**src/rtl/stream_deserializer_pkg.sv**
```systemverilog
// Shared definitions for the stream deserializer and other blocks on the
// valid/back-pressure stream interface.
package stream_deserializer_pkg;

    typedef enum logic {
        COLLECT = 1'b0,
        HOLD    = 1'b1
    } deser_state_t;

    // Width needed to hold a count from 0 up to and including ratio.
    function automatic int count_width(input int ratio);
        return $clog2(ratio + 1);
    endfunction

endpackage

```
**src/rtl/stream_out_register.sv**
```systemverilog
// Output slice of a stream block: one-word holding register, out_valid and
// the back-pressure it returns upstream.
module stream_out_register
    import stream_deserializer_pkg::*;
#(
    parameter int DATA_WIDTH  = 32,
    parameter int COUNT_WIDTH = 3
) (
    input  logic                   clock,
    input  logic                   resetN,
    input  logic                   load,
    input  logic [DATA_WIDTH-1:0]  load_data,
    input  logic [COUNT_WIDTH-1:0] load_count,
    input  logic                   load_last,
    input  logic                   out_back_pressure,
    output logic                   stall,
    output logic [DATA_WIDTH-1:0]  out_data,
    output logic [COUNT_WIDTH-1:0] out_count,
    output logic                   out_last,
    output logic                   out_valid
);

    deser_state_t state;
    deser_state_t state_next;
    logic         transfer;

    assign out_valid = (state == HOLD);
    assign transfer  = out_valid & ~out_back_pressure;
    assign stall     = out_valid & out_back_pressure;

    // NOTE: sequential state uses non-blocking assignments so every register
    // samples the values from before the edge, independent of block order.
    always_ff @(posedge clock or negedge resetN) begin
        if (!resetN) begin
            state <= COLLECT;
        end else begin
            state <= state_next;
        end
    end

    // NOTE: next-state gets a default before the case so no latch is inferred.
    always_comb begin
        state_next = state;
        case (state)
            COLLECT: if (load) state_next = HOLD;
            HOLD:    if (transfer && !load) state_next = COLLECT;
            default: state_next = COLLECT;
        endcase
    end

    // A load while HOLD is only possible in a draining cycle, so the new word
    // replaces the departing one with no bubble.
    always_ff @(posedge clock or negedge resetN) begin
        if (!resetN) begin
            out_data  <= '0;
            out_count <= '0;
            out_last  <= 1'b0;
        end else if (load) begin
            out_data  <= load_data;
            out_count <= load_count;
            out_last  <= load_last;
        end
    end

endmodule

```
**src/rtl/stream_deserializer.sv**
```systemverilog
// Packs RATIO narrow stream items into one wide word; in_last closes a word
// early and the lane count travels with it on out_count.
module stream_deserializer
    import stream_deserializer_pkg::*;
#(
    parameter  int DATA_WIDTH  = 8,
    parameter  int RATIO       = 4,
    localparam int COUNT_WIDTH = count_width(RATIO)
) (
    input  logic                        clock,
    input  logic                        resetN,
    input  logic [DATA_WIDTH-1:0]       in_data,
    input  logic                        in_valid,
    input  logic                        in_last,
    output logic                        in_back_pressure,
    output logic [DATA_WIDTH*RATIO-1:0] out_data,
    output logic [COUNT_WIDTH-1:0]      out_count,
    output logic                        out_last,
    output logic                        out_valid,
    input  logic                        out_back_pressure
);

    localparam int                   IDX_WIDTH = $clog2(RATIO);
    localparam logic [IDX_WIDTH-1:0] LAST_IDX  = IDX_WIDTH'(RATIO - 1);

    logic [RATIO-1:0][DATA_WIDTH-1:0] acc;
    logic [RATIO-1:0][DATA_WIDTH-1:0] word;
    logic [IDX_WIDTH-1:0]             idx;
    logic [COUNT_WIDTH-1:0]           word_count;
    logic                             accept;
    logic                             complete;

    assign accept     = in_valid & ~in_back_pressure;
    assign complete   = accept & ((idx == LAST_IDX) | in_last);
    assign word_count = COUNT_WIDTH'(idx) + COUNT_WIDTH'(1);

    // Outgoing word: collected lanes below idx, the new item at idx, zeros above.
    always_comb begin
        for (int k = 0; k < RATIO; k++) begin
            if (IDX_WIDTH'(k) < idx) begin
                word[k] = acc[k];
            end else if (IDX_WIDTH'(k) == idx) begin
                word[k] = in_data;
            end else begin
                word[k] = '0;
            end
        end
    end

    always_ff @(posedge clock or negedge resetN) begin
        if (!resetN) begin
            acc <= '0;
            idx <= '0;
        end else if (accept) begin
            if (complete) begin
                acc <= '0;
                idx <= '0;
            end else begin
                acc[idx] <= in_data;
                idx      <= idx + IDX_WIDTH'(1);
            end
        end
    end

    stream_out_register #(
        .DATA_WIDTH  (DATA_WIDTH * RATIO),
        .COUNT_WIDTH (COUNT_WIDTH)
    ) u_out_register (
        .clock             (clock),
        .resetN            (resetN),
        .load              (complete),
        .load_data         (word),
        .load_count        (word_count),
        .load_last         (in_last),
        .out_back_pressure (out_back_pressure),
        .stall             (in_back_pressure),
        .out_data          (out_data),
        .out_count         (out_count),
        .out_last          (out_last),
        .out_valid         (out_valid)
    );

endmodule

```
**config.mk**
```make
export PLATFORM = sky130hd
export DESIGN_NAME = stream_deserializer
export DESIGN_NICKNAME = d
export VERILOG_FILES = /design/src/rtl/stream_deserializer_pkg.sv /design/src/rtl/stream_out_register.sv /design/src/rtl/stream_deserializer.sv
export SDC_FILE = /design/constraint.sdc
export NUM_CORES = 1
export LEC_CHECK = 0
export ABC_AREA = 1
export ABC_CLOCK_PERIOD_IN_PS = 4600
export CAP_MARGIN = 20
export CORE_UTILIZATION = 55
export CTS_CLUSTER_SIZE = 16
export DETAILED_ROUTE_END_ITERATION = 16
export GPL_TIMING_DRIVEN = 0
export MAX_ROUTING_LAYER = met4
export PLACE_DENSITY = 0.82
export SYNTH_ARGS = -nofsm -noshare
export SYNTH_HDL_FRONTEND = slang
export SYNTH_SLANG_ARGS = --single-unit
```
**constraint.sdc**
```tcl
create_clock -name clock -period 4.6 [get_ports clock]
set_input_delay 1.38 -clock clock [delete_from_list [all_inputs] [get_ports clock]]
set_output_delay 1.38 -clock clock [all_outputs]
set_load 0.02 [all_outputs]
```
==> reports/metrics.cfg <==
[detailed_routing]
vias=2617
dr.pass1.iters=4
top_layer=met4
wl_met1_um=3066
drcViolationCount=0
wirelength_um=6856
wl_per_cell_um=13.06
dr_wl_met3_um=267
wl_met2_um=3360
drt_iter0_markers=131
ant_nets=0
viasPerCell=4.985

[cells_and_area]
finalNetCount=469
area_delta_synth_final_pct=25.89
drive_gt1_share_pct=7.692
fin_util_pct=72.81
antenna_cells=0

[synthesis]
syn_nets=407
synth_area_um2=3010
synth-seq-area-share_pct=52.37
yosysTopAreaCell=dfrtp_1
yosysUniqueCellTypes=18
yosys_warnings=0
syn_inst=389
async_flop_share_pct=100.0
synth.most_common_cell=nand2_1
syn_avg_cell_area_um2=7.739
synthDominantCellAreaShare_pct=52.37
synth_common_cells=240 x nand2_1, 63 x dfrtp_1, 31 x inv_1, 16 x o21ai_0, 9 x nand3_1
synth_area_leaders=dfrtp_1 52%, nand2_1 30%, inv_1 3.9%
synth_edf_count=0
ys.flop_type=dfrtp_1
ys_ff_latch=63

[cts]
cts_made_buffers=9
htree_num_levels=3
cts_root_buf=clkbuf_8
cts.sinks=63
clockBufferDepth=2
cts-resized-gates=0
hold_buffers=0
cts_setup_buffers=0
insertion_delay_ns=0.34
cts_tree=yes
clk_pin_slew_ns=0.06

[sta]
final.setup_skew_ns=0.006032
hold_viol=0
maxSlewViolCount=0
timing.final.crit_share_pct=90.16
fmax_mhz=241.1
setup_viol=0
min_period_ns=4.147
slew_headroom_pct=63.14
rsz0062_at_grt=false
tightest_slew_ns=0.5530
fin_setup_tns_ns=0

[floorplanning]
start_util_pct=57.84
rows=26
core_um2=5205
die_w_um=75.98
fp.dieArea_um2=5773
die_h_um=75.98
ios=51

[worst_setup_path]
crit_buf_inv=3
required_ns=3.22
path_class=input port to output pin
r2r_slack_ns=2.55
worst_path_most_repeated_cell=clkdlybuf4s50_1
crit_arrival_ns=2.77
crit_chain=clkdlybuf4s50_1 -> nand2_2 -> inv_1 -> clkdlybuf4s50_1
crit_family=buffers and inverters
crit_path_end_kind=output pin
crit_path_start_kind=input port
path_max_fanout=4
worst_path_max_delay_cell=clkdlybuf4s50_1
critPathMaxStageDelay_ns=0.59

[global_route]
grt_use_total_pct=26.93
antenna_found_initial=0
grt_max_degree=42
grt_pass1_vias=2539
overflow=0
grt_pass1_wl_um=11700

[run]
max_cap_viol_count=0

[power]
ir_worst_vdd_mv=0.2617
powerDensity_nw_per_um2=447.6
total_power_mw=1.696
leakage_nw=2.162

[hold_path]
worst_hold_path_type=flop to flop

[run_status]
outcome=complete, no violations

[placement]
gp_congestion=0.8259
port_buffers=50
dpl.hpwl_um=4831

==> worst register-to-register path: cells and delay by family, from the launching register on <==
| family | cells | cell delay, ns |
|---|---|---|
| flip-flops | 1 | 0.41 |
| buffers and inverters | 5 | 0.93 |
| adder cells (fa/ha/maj) | 1 | 0.16 |
| AND/OR/NAND/NOR | 4 | 0.43 |
==> worst paths after layout <==
check | start | depth (start not counted) | endpoint
min in group asynchronous | resetN | 1 | u_out_register.out_data[28]
max in group asynchronous | resetN | 2 | acc[5]
worst max register to register | idx[1] | 10 | acc[13]
worst min register to register | u_out_register.out_data[6] | 2 | u_out_register.out_data[6]
worst min-delay path | u_out_register.out_data[6] | 2 | u_out_register.out_data[6]
worst max-delay path | out_back_pressure | 4 | in_back_pressure
==> layout by cell type (no fill, tap or decap) <==
cell	synthesis	layout
o21ai_0	16	16
buf_12	0	1
a21oi_4	1	1
nor2_4	3	3
inv_2	1	1
nand2_4	1	1
nand2_2	2	2
buf_2	2	3
inv_1	31	31
clkbuf_8	3	15
ha_1	5	5
nand2_1	240	240
clkdlybuf4s50_1	0	49
clkinv_1	1	1
dfrtp_1	63	63
clkbuf_1	3	6
nand3_1	9	9
nand3_4	1	1
buf_4	3	3
buf_6	4	4
==> sequential cells by signal, indices dropped and copies added (netlist names) <==
| signal | cells |
|---|---|
| acc | 24 |
| idx | 2 |
| u_out_register.out_count | 3 |
| u_out_register.out_data | 32 |
| u_out_register.out_last | 1 |
| u_out_register.out_valid | 1 |
==> routing by layer <==
layer  GRT usage (%)  up-vias
met3           4.551       16
met1           34.48     1239
met2           41.91       72
met4           13.08        0
met5               -        -
li1                -     1290
==> where the power goes <==
part           switching (mW)  internal [mW]
registers              0.0603          0.660
clock network           0.198          0.238
logic                   0.318          0.223
total                   0.576           1.12
==> cell type report <==
| type | count | area, um2 |
|---|---|---|
| sequential | 63 | 1577 |
| fill | 413 | 1415 |
| multi-input combinational | 278 | 1180 |
| timing repair buffer | 51 | 515.5 |
| clock buffer | 15 | 176.4 |
| buffer | 15 | 130.1 |
| inverter | 33 | 123.9 |
| tap | 70 | 87.58 |
==> stage by stage <==
step / instance area (um2) / cells / setup WS (ns) / hold WS [ns]
finish: 3790 / 525 / 0.4526 / 0.4706
CTS: 3790 / 525 / 0.4465 / 0.4746
floorplan: 3010 / 389 / 1.587 / 0.4417
global route: 3790 / 525 / 0.4320 / 0.4962
global placement: 3598 / 509 / 0.1470 / 0.4532
detailed placement: 3613 / 510 / 0.4501 / 0.4586
==> logic make-up (layout without fill, tap and decap cells) <==
group                    count (synthesis)  count (layout)  synth area share, %
buffers and inverters                   48             114                8.437
AO/OA/AOI/OAI                           17              17                3.201
AND/OR/NAND/NOR                        256             256                33.91
adder cells (fa/ha/maj)                  5               5                2.078
flip-flops                              63              63                52.37
Power figures use the tool's default switching activity.
